File: config.mk
export PLATFORM = sky130hd
export DESIGN_NAME = irq_controller_flat
export DESIGN_NICKNAME = d
export VERILOG_FILES = /design/src/rtl/irq_controller_pkg.sv /design/src/rtl/irq_controller_if.sv /design/src/rtl/irq_priority_enc.sv /design/src/rtl/irq_controller.sv /design/src/flat_wrapper.sv
export SDC_FILE = /design/constraint.sdc
export NUM_CORES = 1
export LEC_CHECK = 0
export ABC_AREA = 1
export BUFFER_PORTS_ARGS = -buffer_cell sky130_fd_sc_hd__buf_4
export CAP_MARGIN = 20
export CORE_ASPECT_RATIO = 1.1
export CORE_MARGIN = 2
export CORE_UTILIZATION = 44
export DETAILED_ROUTE_END_ITERATION = 16
export MAX_ROUTING_LAYER = met4
export PLACE_DENSITY = 0.95
export SYNTH_ARGS = -nofsm -noshare
export SYNTH_HDL_FRONTEND = slang
export SYNTH_SLANG_ARGS = --single-unit
File: constraint.sdc
create_clock -name clk -period 4 [get_ports clk]
set_input_delay 0.2 -clock clk [delete_from_list [all_inputs] [get_ports clk]]
set_output_delay 0.2 -clock clk [all_outputs]
set_load 0.05 [all_outputs]
File: src/rtl/irq_controller_pkg.sv
// irq_controller_pkg: shared cause codes, mip bit positions, privilege and FSM encodings
package irq_controller_pkg;
  localparam logic [4:0] IRQ_SSI = 5'd1, IRQ_MSI = 5'd3, IRQ_STI = 5'd5;
  localparam logic [4:0] IRQ_MTI = 5'd7, IRQ_SEI = 5'd9, IRQ_MEI = 5'd11;
  localparam int MIP_SSIP = 1, MIP_MSIP = 3, MIP_STIP = 5, MIP_MTIP = 7, MIP_SEIP = 9, MIP_MEIP = 11;
  localparam logic [1:0] PRIV_U = 2'd0, PRIV_S = 2'd1, PRIV_M = 2'd3;
  typedef enum logic [1:0] {ST_IDLE, ST_DRAIN, ST_TAKE, ST_HOLD} state_t;
  function automatic logic [4:0] pick(input logic [31:0] p);
    return p[MIP_MEIP] ? IRQ_MEI : p[MIP_MSIP] ? IRQ_MSI : p[MIP_MTIP] ? IRQ_MTI :
           p[MIP_SEIP] ? IRQ_SEI : p[MIP_SSIP] ? IRQ_SSI : p[MIP_STIP] ? IRQ_STI : 5'd0;
  endfunction
endpackage

File: src/rtl/irq_controller_if.sv
// irq_controller_if: drain handshake and take command between controller and pipeline/CSR file
interface irq_controller_if;
  logic drain_req;
  logic drain_ack;
  logic [31:0] epc_in;
  logic take;
  logic [4:0] take_cause;
  logic take_to_s;
  logic [31:0] take_epc;
  modport master(output drain_req, take, take_cause, take_to_s, take_epc, input drain_ack, epc_in);
  modport slave(input drain_req, take, take_cause, take_to_s, take_epc, output drain_ack, epc_in);
endinterface

File: src/rtl/irq_priority_enc.sv
// irq_priority_enc: privilege/enable masking and fixed-priority interrupt selection
module irq_priority_enc
  import irq_controller_pkg::*;
(
  input  logic [31:0] pend,
  input  logic [31:0] mideleg,
  input  logic [1:0]  priv,
  input  logic        m_ie,
  input  logic        s_ie,
  output logic        any_irq,
  output logic [4:0]  sel_cause,
  output logic        sel_to_s
);
  logic [31:0] m_pend, s_pend;
  always_comb begin
    m_pend = pend & ~mideleg & {32{priv != PRIV_M || m_ie}};
    s_pend = pend & mideleg & {32{priv == PRIV_U || (priv == PRIV_S && s_ie)}};
    any_irq = (|m_pend) || (|s_pend);
    sel_to_s = !(|m_pend) && (|s_pend);
    sel_cause = (|m_pend) ? pick(m_pend) : pick(s_pend);
  end
endmodule

File: src/rtl/irq_controller.sv
// irq_controller: interrupt arbitration and drain/take trap-entry sequencer
module irq_controller
  import irq_controller_pkg::*;
#(
  parameter int DRAIN_TIMEOUT = 16,
  parameter int HOLD_CYCLES = 2,
  parameter int SYNC_STAGES = 2
) (
  input  logic        clk,
  input  logic        rst,
  input  logic        msip,
  input  logic        mtip,
  input  logic        meip,
  input  logic [2:0]  sw_pend,
  input  logic [31:0] mie,
  input  logic [31:0] mideleg,
  input  logic        mstatus_mie,
  input  logic        mstatus_sie,
  input  logic [1:0]  priv,
  input  logic        exc_pending,
  input  logic        trap_busy,
  irq_controller_if.master bus,
  output logic [31:0] mip_o
);
  localparam int CW = $clog2((DRAIN_TIMEOUT > HOLD_CYCLES ? DRAIN_TIMEOUT : HOLD_CYCLES) + 1);
  state_t state_q, state_d;
  logic [CW-1:0] cnt_q, cnt_d;
  logic [SYNC_STAGES-1:0] sync_q, sync_d;
  logic drain_req_q, drain_req_d, take_q, take_d, to_s_q, to_s_d;
  logic [4:0] cause_q, cause_d;
  logic [31:0] epc_q, epc_d;
  logic any_irq, sel_to_s;
  logic [4:0] sel_cause;
  always_comb begin
    sync_d = SYNC_STAGES'({sync_q, meip});
    mip_o = '0;
    mip_o[MIP_SSIP] = sw_pend[0];
    mip_o[MIP_STIP] = sw_pend[1];
    mip_o[MIP_SEIP] = sw_pend[2];
    mip_o[MIP_MSIP] = msip;
    mip_o[MIP_MTIP] = mtip;
    mip_o[MIP_MEIP] = sync_q[SYNC_STAGES-1];
  end
  irq_priority_enc u_enc (
    .pend(mip_o & mie),
    .mideleg(mideleg),
    .priv(priv),
    .m_ie(mstatus_mie),
    .s_ie(mstatus_sie),
    .any_irq(any_irq),
    .sel_cause(sel_cause),
    .sel_to_s(sel_to_s)
  );
  always_comb begin
    state_d = state_q;
    cnt_d = cnt_q + 1'b1;
    drain_req_d = 1'b0;
    take_d = 1'b0;
    cause_d = cause_q;
    to_s_d = to_s_q;
    epc_d = epc_q;
    case (state_q)
      ST_IDLE: begin
        cnt_d = '0;
        state_d = (any_irq && !exc_pending && !trap_busy) ? ST_DRAIN : ST_IDLE;
        drain_req_d = state_d == ST_DRAIN;
      end
      ST_DRAIN: begin
        if (exc_pending || !any_irq || (!bus.drain_ack && cnt_q == CW'(DRAIN_TIMEOUT - 1))) begin
          state_d = ST_IDLE;
          cnt_d = '0;
        end else if (bus.drain_ack) begin
          state_d = ST_TAKE;
          cnt_d = '0;
          drain_req_d = 1'b1;
          take_d = 1'b1;
          cause_d = sel_cause;
          to_s_d = sel_to_s;
          epc_d = bus.epc_in;
        end else begin
          drain_req_d = 1'b1;
        end
      end
      ST_TAKE: begin
        state_d = ST_HOLD;
        cnt_d = '0;
      end
      default: begin
        state_d = cnt_q == CW'(HOLD_CYCLES - 1) ? ST_IDLE : ST_HOLD;
        cnt_d = state_d == ST_IDLE ? '0 : cnt_d;
      end
    endcase
  end
  always_ff @(posedge clk) begin
    if (rst) begin
      state_q <= ST_IDLE;
      cnt_q <= '0;
      sync_q <= '0;
      drain_req_q <= 1'b0;
      take_q <= 1'b0;
      cause_q <= '0;
      to_s_q <= 1'b0;
      epc_q <= '0;
    end else begin
      state_q <= state_d;
      cnt_q <= cnt_d;
      sync_q <= sync_d;
      drain_req_q <= drain_req_d;
      take_q <= take_d;
      cause_q <= cause_d;
      to_s_q <= to_s_d;
      epc_q <= epc_d;
    end
  end
  assign bus.drain_req = drain_req_q;
  assign bus.take = take_q;
  assign bus.take_cause = cause_q;
  assign bus.take_to_s = to_s_q;
  assign bus.take_epc = epc_q;
endmodule

File: src/flat_wrapper.sv
// flat-port wrapper written by rule: the top's interface ports become plain ports
module irq_controller_flat import irq_controller_pkg::*;
#(
  parameter int DRAIN_TIMEOUT = 16,
  parameter int HOLD_CYCLES = 2,
  parameter int SYNC_STAGES = 2
)
  (clk, rst, msip, mtip, meip, sw_pend, mie, mideleg, mstatus_mie, mstatus_sie, priv, exc_pending, trap_busy, mip_o, bus_drain_req, bus_take, bus_take_cause, bus_take_to_s, bus_take_epc, bus_drain_ack, bus_epc_in);
  irq_controller_if bus_i ();
  input  logic clk;
  input  logic rst;
  input  logic msip;
  input  logic mtip;
  input  logic meip;
  input  logic [2:0] sw_pend;
  input  logic [31:0] mie;
  input  logic [31:0] mideleg;
  input  logic mstatus_mie;
  input  logic mstatus_sie;
  input  logic [1:0] priv;
  input  logic exc_pending;
  input  logic trap_busy;
  output logic [31:0] mip_o;
  output wire logic [$bits(bus_i.drain_req)-1:0] bus_drain_req;
  output wire logic [$bits(bus_i.take)-1:0] bus_take;
  output wire logic [$bits(bus_i.take_cause)-1:0] bus_take_cause;
  output wire logic [$bits(bus_i.take_to_s)-1:0] bus_take_to_s;
  output wire logic [$bits(bus_i.take_epc)-1:0] bus_take_epc;
  input wire logic [$bits(bus_i.drain_ack)-1:0] bus_drain_ack;
  input wire logic [$bits(bus_i.epc_in)-1:0] bus_epc_in;
  assign bus_drain_req = bus_i.drain_req;
  assign bus_take = bus_i.take;
  assign bus_take_cause = bus_i.take_cause;
  assign bus_take_to_s = bus_i.take_to_s;
  assign bus_take_epc = bus_i.take_epc;
  assign bus_i.drain_ack = bus_drain_ack;
  assign bus_i.epc_in = bus_epc_in;
  irq_controller #(.DRAIN_TIMEOUT(DRAIN_TIMEOUT), .HOLD_CYCLES(HOLD_CYCLES), .SYNC_STAGES(SYNC_STAGES)) u_core (.clk(clk), .rst(rst), .msip(msip), .mtip(mtip), .meip(meip), .sw_pend(sw_pend), .mie(mie), .mideleg(mideleg), .mstatus_mie(mstatus_mie), .mstatus_sie(mstatus_sie), .priv(priv), .exc_pending(exc_pending), .trap_busy(trap_busy), .bus(bus_i), .mip_o(mip_o));
endmodule
# Yosys cells after proc, flatten, opt, wreduce, memory -nomap -nowiden
# Cells that the tools add are included.
[word_totals] elab_cells=73 in_bits=111 out_inout_bits=72 reg_bits=49
[classes] add_sub_neg=1 eq_ne=8 bitwise_logic=8 reduce_logical=23 n_mux=25
[ops] cell="32-bit AND" count=4
[ops] cell="32-bit OR reduction" count=2
[ops] cell="4-bit 2-to-1 mux" count=9
[ops] cell="12-bit by 32-bit AND with 32-bit output" count=1
[ops] cell="32-bit NOT" count=1
[ops] cell="5-bit 2-to-1 mux" count=3
[ops] cell="3-bit 2-to-1 mux" count=4
[ops] cell="5-bit case mux with 2 select lines" count=1
[ops] cell="2-bit by 1-bit equality test with 1-bit output, second input constant" count=3
[ops] cell="2-bit logical NOT" count=3
[ops] cell="2-bit 2-to-1 mux" count=3
[ops] cell="2-bit case mux with 3 select lines" count=1
[ops] cell="5-bit by 1-bit adder with 5-bit output, second input constant" count=1
[ops] cell="5-bit by 1-bit equality test with 1-bit output, second input constant" count=1
[ops] cell="5-bit by 4-bit equality test with 1-bit output, second input constant" count=1
[ops] cell="1-bit logical AND" count=5
[ops] cell="1-bit logical NOT" count=5
[ops] cell="1-bit logical OR" count=5
[ops] cell="1-bit 2-to-1 mux" count=3
[ops] cell="3-bit by 2-bit inequality test with 1-bit output, second input constant" count=1
[ops] cell="3-bit AND reduction" count=1
[ops] cell="3-bit OR reduction" count=1
[ops] cell="2-bit equality test, second input constant" count=1
[ops] cell="2-bit inequality test, second input constant" count=1
[ops] cell="other kinds (3)" count=4

# Longest topological paths before layout
# Gate-level depths: netlist of run 1.
[depth] ltp_word=11 ltp_mapped=12 depth_no_buf=10

# Cells and area by module
# A second synthesis of run 1 with hierarchy kept.
[unflattened] hier_cells=556 hier_area_um2=3175.5
[modules_own_cells] module="irq_controller" instances=1 area_per_inst_um2=2353.5 seq_area_each_um2=980.9 cells_each=355
[modules_own_cells] module="irq_priority_enc" instances=1 area_per_inst_um2=822.0 seq_area_each_um2=0.0 cells_each=201

# Least setup slack after synthesis of run 1
# Ideal clock, no wire load.
[synth_path] path_kind="register to register" start="register u_core.cnt_q[0]" end="register u_core.epc_q[24], in the netlist u_core.bus.take_epc[24]" required_ns=3.887 setup_slack_ns=2.156 arrival_time_ns=1.732 setup_ns=0.113 period_less_slack_ns=1.844 stages_incl_launch_ff=11 path_buffers=2 cell_sequence="dfxtp_1 -> ha_1 -> nand2_1 -> nor2_1 -> ha_1 -> a211oi_1 -> nand4_2 -> buf_6 -> buf_6 -> nor2_1 -> nor2_1"
[synth_between] elab_chain_len=5
[synth_rtl] item="start, declared" line="irq_controller.sv:27" source="logic [CW-1:0] cnt_q, cnt_d;"
[synth_rtl] item="start signal, assigned" line="irq_controller.sv:106" source="cnt_q <= cnt_d;"
[synth_rtl] item="5-bit by 4-bit equality test with 1-bit output" line="irq_controller.sv:69" source="if (exc_pending || !any_irq || (!bus.drain_ack && cnt_q == CW'(DRAIN_TIMEOUT - 1))) begin"
[synth_rtl] item="1-bit logical AND" line="irq_controller.sv:69"
[synth_rtl] item="1-bit logical OR" line="irq_controller.sv:69"
[synth_rtl] item="1-bit NOT (no source line)"
[synth_rtl] item="3-bit AND reduction (no source line)"
[synth_rtl] item="end signal, assigned" line="irq_controller.sv:112" source="epc_q <= epc_d;"
[synth_rtl] item="end, declared" line="irq_controller.sv:31" source="logic [31:0] epc_q, epc_d;"
# No other way between the ends.
# A chain may end at the register's enable or synchronous reset.

# Worst setup path after layout of run 1
[layout_path] start="register u_core.cnt_q[0]" end="register u_core.epc_q[15], in the netlist u_core.bus.take_epc[15]"
# Same word-level chain as after synthesis.

==> results of run 1 <==
## cell type report
class | count | share of cell area, %
Clock buffer | 7 | 2.65
Inverter | 56 | 6.45
Timing Repair Buffer | 104 | 24.0
Sequential cell | 48 | 29.5
Multi-Input combinational cell | 257 | 34.3
Clock inverter | 1 | 0.230
Tap cell | 75 | 2.88
## through the flow
step | utilization [%] | worst slack, ns | hold slack, ns | area, um2 | power [mW]
floorplan | - | 2.16 | 0.307 | 2630 | 0.661
global placement | 57.9 | 1.46 | 0.392 | 3160 | 0.702
detailed placement | 57.9 | 1.34 | 0.398 | 3160 | 0.707
CTS | 59.6 | 1.30 | 0.101 | 3260 | 1.01
global route | 59.6 | 1.07 | 0.109 | 3260 | 1.04
finish | 59.6 | 1.32 | 0.111 | 3260 | 0.991
## state kept, by name (all words and copies together) (netlist names)
register / cells
u_core.cnt_q: 5
u_core.bus.take_to_s: 1
u_core.bus.drain_req: 1
u_core.bus.take_epc: 32
u_core.bus.take: 1
u_core.state_q: 2
u_core.bus.take_cause: 4
u_core.sync_q: 2
## worst min path at each step
stage / start / to / slack (ns) / cells after the start
floorplan: meip / u_core.sync_q[0] / 0.31 / 2
global placement: u_core.sync_q[0] / u_core.sync_q[1] / 0.39 / 2
detailed placement: u_core.sync_q[0] / u_core.sync_q[1] / 0.40 / 2
CTS: meip / u_core.sync_q[0] / 0.10 / 3
global route: rst / u_core.state_q[1] / 0.11 / 2
finish: meip / u_core.sync_q[0] / 0.11 / 3
## power by group through the flow
| stage | logic [mW] | registers [mW] | clock network, mW |
|---|---|---|---|
| 4_1_cts | 0.206 | 0.489 | 0.311 |
| 6_report | 0.206 | 0.489 | 0.295 |
| 5_1_grt | 0.221 | 0.490 | 0.329 |
| 2_1_floorplan | 0.140 | 0.522 | 0 |
| 3_3_place_gp | 0.202 | 0.500 | 0 |
| 3_5_place_dp | 0.206 | 0.501 | 0 |
## synthesized netlist by cell type, types with 2 or more instances
library cell	n	area [um2]
nor2_1	91	342
inv_1	55	206
ha_1	3	37.5
dfxtp_1	48	961
nand3_2	2	20.0
a21oi_1	5	25.0
o21ai_0	6	30.0
buf_1	3	11.3
buf_4	33	248
buf_6	7	78.8
nand4_1	4	25.0
nand3_1	10	50.1
nand2_1	98	368
## logic make-up after synthesis
kind of cell / after synthesis
buffers and inverters: 101
flip-flops: 48
AND/OR/NAND/NOR: 211
XOR/XNOR: 2
other: 1
adder cells (fa/ha/maj): 3
AO/OA/AOI/OAI: 14
## critical path, cell delays in order (launching register included)
cell,delay (ns)
dfxtp_1,0.35
ha_1,0.23
nand2_1,0.07
nor2_1,0.04
ha_1,0.20
a211oi_1,0.53
nand4_4,0.49
buf_4,0.43
nand2_1,0.10
nand2_1,0.05
nor2_1,0.12
## per-layer routing
metal	vias to the layer above	wire (um)
met5	-	0
met3	9	405
met1	1045	2260
met2	106	2880
li1	1241	-
met4	0	45
## cell usage in the layout, fill, tap and decap left out, drive strengths merged
cell type  count
a211oi         1
o21bai         1
buf          104
nand3         12
nor3           1
ha             3
xor2           1
conb          27
clkinvlp       1
a21oi          6
nand4          5
clkbuf         7
nand2         99
inv           56
nand3b         2
o21ai          6
nor2          92
xnor2          1
dfxtp         48
==> results_dict.tcl, run 1 <==
set metrics [dict create \
    num_vias 2401 \
    die_height_um 83.5 \
    r2r_cells 10 \
    finalNetCount 586 \
    startpoint "u_core.cnt_q[0]" \
    die_area_um2 6370 \
    hold_viol_final 0 \
    root_buffer "clkbuf_8" \
    irDropWorstVdd_mv 0.197 \
    synth_fa_ha_area_share_pct 1.48 \
    yosys.area_share.simple_pct 34.3 \
    drc 0 \
    status "finished, final reports clean" \
    ys_warn_count 0 \
    path_class "flop to flop" \
    finalCritPeriodShare_pct 67.0 \
    worstSkewPairLatency_ns 0.29 \
    start_util_pct 46.3 \
    synth_compound_area_share_pct 3.41 \
    rr_endpoint "u_core.bus.take_epc[15]" \
    p_sw_mw 0.300 \
    top_usage_layer "met2" \
    die_w_um 76.3 \
    internal_power_mw 0.691 \
    clkPwrFrac_pct 29.8 \
    met1_usage_pct 19.8 \
    grt_pass1_wl_um 9700 \
    cp-end-kind "flop" \
    regArea_um2 961 \
    p_sw_share_pct 30.3 \
    via_per_inst 4.38 \
    grt_pass1_vias 2365 \
    multi_input_area_um2 1120 \
    critPathMaxFanout 38 \
    timing.fmax_ghz 0.373 \
    synth_top_flop_cell "dfxtp_1" \
    crit_end "u_core.bus.take_epc[15]" \
    cts_setup_buffers 0 \
    cp-start-kind "flop" \
    dp_hpwl_um 4350 \
    ys_ff_latch 48 \
    core.rowCount 28 \
    grt_use_met3_pct 4.87 \
    cts_tree "yes" \
    cts_buffer_depth 2 \
    cts.sink_count 48 \
    r2r_start "u_core.cnt_q[0]" \
    synthMuxAreaShare_pct 0 \
    dp.cells 540 \
    areaGrowthSynthToFinish_pct 28.8 \
    firstDrtPassIters 4 \
    avgSynthCellArea_um2 6.66 \
    cts_made_buffers 5 \
    grt.met2_usage_pct 34.3 \
    htreeDepth 2 \
    synth_sequential_area_ratio_pct 38.0 \
    diodes 0 \
    wl_um 5590 \
    grt_max_degree 39 \
    maxSlewViolCount 0 \
    finClkSkew_ns 0.00764 \
    hold_path.class "input pin to flop" \
    combPwrFrac_pct 20.8 \
    setup_viol 0 \
    fin_cells 548 \
    synth_cell_type_count 28 \
    cp.required_ns 4.23 \
    antenna_found_initial 0 \
    fill_cells 495 \
    synth-xor-area-share_pct 0.692 \
    cap_viol_max_count 0 \
    drive_gt1_share_pct 25.2 \
    gp_congestion 0.874 \
    slew_headroom_pct 59.6 \
    wl_per_cell_um 10.2 \
    reg2reg_slack_ns 1.32 \
    p_leak_nw 1.88 \
    syn_area_um2 2530 \
    min_period_ns 2.68 \
    rsz0062_at_grt "no" \
    synthArstFlopShare_pct 0 \
    ioPinCount 183 \
    tns_ns 0 \
    synth_cells 380 \
    cts_resized 0 \
    grt_usage_pct 18.6 \
    portBuffers 103 \
    worst_ep_arrival_time_ns 2.91 \
    antenna_left 0 \
    grt_overflow 0 \
    worst_pin_slew_ns 0.605 \
    pwr-share-seq_pct 49.4 \
    core-area_um2 5470 \
    synth_top_family_by_area "simple AND/OR/NAND/NOR gates" \
    drt_iter0_drc 100 \
    hold_buffers 0 \
    clkTransAtPathRegs_ns 0.09 \
    synth_edf_count 0 \
    power.density_nw_per_um2 304 \
]
Note: power is estimated with default switching activity, not from simulation.
==> inputs of run 2 (changes only) <==
ABC_AREA = 0   (was 1)
CORE_UTILIZATION = 40   (was 44)
PLACE_DENSITY = 0.92   (was 0.95)
clock period = 2.5 ns   (was 4 ns; I/O delays follow)
==> run 2 against run 1 <==
  * Wire length is 11% lower
  * Fmax up 33%
  * Setup slack lost 0.83 ns
  * Non-clock buffer count up 1
  * Critical path type unchanged
==> results_dict.tcl, run 2 <==
set metrics [dict create \
    status "finished, final reports clean" \
    ys_warn_count 0 \
    p_leak_nw 1.33 \
    worst_pin_slew_ns 0.537 \
    timing.fmax_ghz 0.497 \
    syn_area_um2 2340 \
    reg2reg_slack_ns 0.49 \
    hp-start "meip" \
    rsz0062_at_grt "no" \
    gp_congestion 0.816 \
    grt_pass1_vias 1917 \
    pwr-share-seq_pct 50.5 \
    multi_input_area_um2 1140 \
    grt_usage_pct 16.1 \
    setup_viol 0 \
    synth_area_leaders "dfxtp_1, mux2i_1, buf_4" \
    worstSkewPairLatency_ns 0.29 \
    rr_endpoint "u_core.cnt_q[2]" \
    drc 0 \
    maxSlewViolCount 0 \
    synth.most_common_cell "dfxtp_1" \
    synth_top_flop_cell "dfxtp_1" \
    synth_common_cells "dfxtp_1, nor2_1, buf_4, mux2i_1, nand2_1" \
    root_buffer "clkbuf_8" \
    synthArstFlopShare_pct 0 \
    tns_ns 0 \
    slew_headroom_pct 63.7 \
    regArea_um2 961 \
    antenna_left 0 \
    die_w_um 77.0 \
    critPathMaxFanout 5 \
    clkPwrFrac_pct 30.1 \
    layout_common_cells "buf_4, dfxtp_1, nor2_1, mux2i_1, conb_1" \
    htreeDepth 2 \
    die_height_um 84.3 \
    synth_sequential_area_ratio_pct 41.0 \
    min_period_ns 2.01 \
    cts_setup_buffers 0 \
    synth_cells 242 \
    r2r_start "u_core.cnt_q[0]" \
    grt_overflow 0 \
    worst_ep_arrival_time_ns 2.25 \
    fin_util_pct 53.9 \
    grt_pass1_wl_um 8390 \
    cts_resized 0 \
    die_area_um2 6490 \
    cts_buffer_depth 2 \
    internal_power_mw 1.10 \
    place_area_um2 3000 \
    fill_cells 529 \
    finClkSkew_ns 0.00558 \
    min_delay_path_depth 2 \
    power.density_nw_per_um2 498 \
    cp-start-kind "flop" \
    num_vias 1942 \
    finalInstanceArea_um2 3090 \
    r2r_cells 6 \
    clkTransAtPathRegs_ns 0.08 \
    grt_max_degree 45 \
    ys_ff_latch 48 \
    largest_reg_flops 32 \
    cap_viol_max_count 0 \
    hold_path.class "input pin to flop" \
    irDropWorstVdd_mv 0.351 \
    synth_edf_count 0 \
    drive_gt1_share_pct 36.9 \
    antenna_found_initial 0 \
    finalNetCount 452 \
    cts.sink_count 48 \
    ioPinCount 183 \
    synth_top_area_cell "dfxtp_1" \
    p_sw_mw 0.440 \
    final_common_cell "buf_4" \
    path_class "flop to flop" \
    cts_made_buffers 5 \
    cp-end-kind "flop" \
    drt_iter0_drc 45 \
    p_sw_share_pct 28.6 \
    via_per_inst 4.67 \
    dp_slack_ns 0.490 \
    finalCritPeriodShare_pct 80.4 \
    wl_um 4950 \
    combPwrFrac_pct 19.4 \
    cts_tree "yes" \
    synth_cell_type_count 44 \
    avgSynthCellArea_um2 9.68 \
    core.rowCount 29 \
    portBuffers 103 \
    synth_top_area_share_pct 41.0 \
    areaGrowthSynthToFinish_pct 31.8 \
    hold_viol_final 0 \
    dp_hpwl_um 3820 \
    diodes 0 \
    setup_slack_ns 0.490 \
    firstDrtPassIters 4 \
    wl_per_cell_um 11.9 \
    start_util_pct 40.9 \
    worst_hold_path.endpoint "u_core.sync_q[0]" \
    hold_buffers 0 \
    core-area_um2 5730 \
    cp.required_ns 2.74 \
]
==> run 2: metal layers <==
metal | part of all wire, % | GRT usage (%)
met1 | 38 | 17.1
met2 | 52 | 28.6
met3 | 8.6 | 5.16
met4 | 0.97 | 4.55
met5 | 0 | -
==> run 2: power by group through the flow <==
stage	combinational, mW	sequential (mW)	clock (mW)
floorplan	0.214	0.816	0
global placement	0.295	0.795	0
global route	0.317	0.780	0.517
finish	0.299	0.778	0.463
detailed placement	0.299	0.796	0
CTS	0.300	0.778	0.489
==> run 2: cell type report <==
class                   instances  area share [%]
well taps                      77            3.12
inverters                       3           0.365
multi-input cells             175            37.0
flip-flops and latches         48            31.1
clock buffers                   8            2.92
repair buffers                105            25.5
==> run 2: kinds of logic after synthesis <==
group | share of synthesized area, %
compound gates | 9.24
xor+xnor | 0.748
fa+ha+maj | 1.60
buf+inv | 14.9
flops | 41.0
mux | 13.7
other cells | 0.160
simple gates | 18.7
==> run 2: through the flow <==
step	power, mW	hold WS, ns	cells
after global placement	1.09	0.342	408
after detailed placement	1.09	0.362	408
final	1.54	0.0640	416
after floorplan	1.03	0.253	268
after global routing	1.61	0.0607	416
after CTS	1.57	0.0512	416
==> run 2: critical path, stage by stage (launching register included) <==
cell	delay, ns
dfxtp_1	0.34
ha_1	0.22
and3_1	0.19
ha_1	0.21
or4b_2	0.63
o22a_4	0.26
nor2_2	0.10
==> run 2: how the worst max path moves through the flow <==
stage               startpoint              end  slack [ns]
2_1_floorplan  u_core.cnt_q[0]  u_core.cnt_q[2]        0.58
3_3_place_gp   u_core.cnt_q[0]  u_core.cnt_q[3]        0.53
3_5_place_dp   u_core.cnt_q[0]  u_core.cnt_q[2]        0.49
4_1_cts        u_core.cnt_q[0]  u_core.cnt_q[2]        0.49
5_1_grt        u_core.cnt_q[0]  u_core.cnt_q[2]        0.40
6_report       u_core.cnt_q[0]  u_core.cnt_q[2]        0.49
==> inputs of run 3 (changes only) <==
CORE_UTILIZATION = 36   (was 40)
PLACE_DENSITY = 0.88   (was 0.92)
clock period = 1.6 ns   (was 2.5 ns; I/O delays follow)
==> run 3 against run 2 <==
  * The flow now finishes with violations (negative setup slack)
  * Hold slack got worse by 0.057 ns
  * Sequential share of layout area down 4.6 points
  * Highest routed layer unchanged
  * Fmax rose by 16%
  * Sequential power up 57%
  * Utilization increased by 4.5 points
  * Setup slack got worse by 0.63 ns
  * Critical path type unchanged
  * First-iteration DRC count down 13%
  * Non-clock buffer count increased by 36
  * Combinational power is 84% higher
  * Clock power grew 120%
==> results_dict.tcl, run 3 (synthesis gave the netlist of run 2 again) <==
set metrics [dict create \
    fin_util_pct 58.4 \
    finalCritPeriodShare_pct 109 \
    dr.max_layer_used "met4" \
    via_per_inst 4.62 \
    grt_usage_pct 16.7 \
    gp_congestion 0.815 \
    rr_endpoint "u_core.cnt_q[0]" \
    setup_slack_ns -0.137 \
    root_buffer "clkbuf_8" \
    p_leak_nw 1.58 \
    violations "negative setup slack" \
    clkPwrFrac_pct 36.6 \
    worst_hold_path.endpoint "u_core.bus.take_epc[28]" \
    largest_reg_flops 32 \
    hp-start "bus_epc_in[28]" \
    antenna_left 0 \
    cts_tree "yes" \
    grt_pass1_wl_um 9030 \
    htreeDepth 2 \
    ioPinCount 183 \
    worstSkewPairLatency_ns 0.30 \
    critPathMaxFanout 5 \
    irDropWorstVdd_mv 0.602 \
    tns_ns -3.51 \
    combPwrFrac_pct 19.8 \
    cp.required_ns 1.83 \
    p_sw_mw 0.752 \
    r2r_start "u_core.sync_q[1]" \
    grt_max_degree 45 \
    drc 0 \
    wl_met2_um 3320 \
    p_sw_share_pct 27.0 \
    cts.sink_count 48 \
    die_height_um 88.6 \
    core.rowCount 30 \
    cp-start-kind "flop" \
    path_class "flop to flop" \
    grt_overflow 0 \
    worst_ep_arrival_time_ns 1.97 \
    wl_um 6060 \
    dp_hpwl_um 4260 \
    min_period_ns 1.74 \
    die_w_um 80.9 \
    grt_pass1_vias 2066 \
    diodes 0 \
    core-area_um2 6230 \
    portBuffers 103 \
    p_total_mw 2.79 \
    antenna_found_initial 0 \
    r2r_cells 7 \
    drt_iter0_drc 39 \
    maxSlewViolCount 0 \
    internal_power_mw 2.04 \
    num_vias 2096 \
    timing.fmax_ghz 0.576 \
    start_util_pct 37.6 \
    cts_made_buffers 5 \
    cts_buffer_depth 2 \
    status "complete, but fails checks" \
    finalNetCount 488 \
    drive_gt1_share_pct 48.7 \
    finClkSkew_ns 0.0115 \
    reg2reg_slack_ns -0.14 \
    clkTransAtPathRegs_ns 0.09 \
    dp_slack_ns -0.151 \
    finalInstanceArea_um2 3640 \
    hold_path.class "input pin to flop" \
    hold_viol_final 0 \
    rsz0062_at_grt "yes" \
    place_area_um2 3200 \
    setup_viol 44 \
    firstDrtPassIters 4 \
    cp-end-kind "flop" \
    wl_per_cell_um 13.3 \
    min_delay_path_depth 3 \
    wl_met3_um 334 \
    cap_viol_max_count 0 \
    final_common_cell "buf_4" \
    pwr-share-seq_pct 43.6 \
    power.density_nw_per_um2 766 \
    layout_common_cells "buf_4, dfxtp_1, nor2_1, mux2i_1, conb_1" \
    met1Wirelength_um 2330 \
    areaGrowthSynthToFinish_pct 55.3 \
    die_area_um2 7170 \
]
run 3: cell count changes in the layout (fill, tap and decap cells not counted), moves of 4 or more:
cell,previous run,this run
dfxtp_1,48,44
buf_6,0,5
nor2_1,47,43
dfxtp_2,0,4
buf_4,105,129
run 3: worst max path at each step:
stage | from | end | slack, ns | cells past startpoint
after CTS | u_core.cnt_q[1] | u_core.cnt_q[0] | -0.12 | 6
after floorplan | u_core.cnt_q[0] | u_core.cnt_q[0] | -0.02 | 6
after global routing | u_core.sync_q[1] | u_core.bus.take_epc[5] | -0.22 | 8
after global placement | u_core.sync_q[1] | u_core.cnt_q[0] | -0.10 | 6
after detailed placement | u_core.sync_q[1] | u_core.cnt_q[1] | -0.15 | 6
final | u_core.sync_q[1] | u_core.cnt_q[0] | -0.14 | 7
run 3: power by group through the flow:
stage               registers, mW  clock network (mW)  logic (mW)
floorplan                    1.28                   0       0.336
global placement             1.24                   0       0.487
detailed placement           1.24                   0       0.496
CTS                          1.21                1.05       0.526
global route                 1.22                1.08       0.580
finish                       1.22                1.02       0.551
run 3: routing by layer:
metal  track usage, %  vias to the layer above
li1                 -                     1030
met1             17.0                      973
met2             31.3                       84
met3             3.67                        9
met4             5.86                        0
met5                -                        -
run 3: critical path, stage by stage (launching register included):
cell and delay, ns:
dfxtp_2 0.36, nand3b_1 0.12, o21ai_2 0.14, o41ai_4 0.12
buf_4 0.17, a2111o_1 0.42, o22a_4 0.24, nor2_1 0.09
run 3: repair_timing:
item,CTS,global route
hold endpoints to repair,1,0
pin swaps,11,5
endpoints found under the setup margin,43,45
hold buffers,1,0
buffers inserted,11,5
cloned,2,2
resized for setup,14,13
run 3: layout make-up:
cell class | instances | area, um2
timing repair buffer | 141 | 1180
clock buffer | 5 | 68.8
inverter | 3 | 11.3
sequential | 48 | 966
fill | 528 | 2590
tap | 80 | 100
multi-input combinational | 175 | 1250
clock inverter | 2 | 60.1
run 3: metrics by stage:
step	std cells	hold slack, ns
floorplan	268	0.208
global placement	429	0.301
detailed placement	429	0.300
CTS	449	0.00490
global route	454	0.0118
finish	454	0.00663
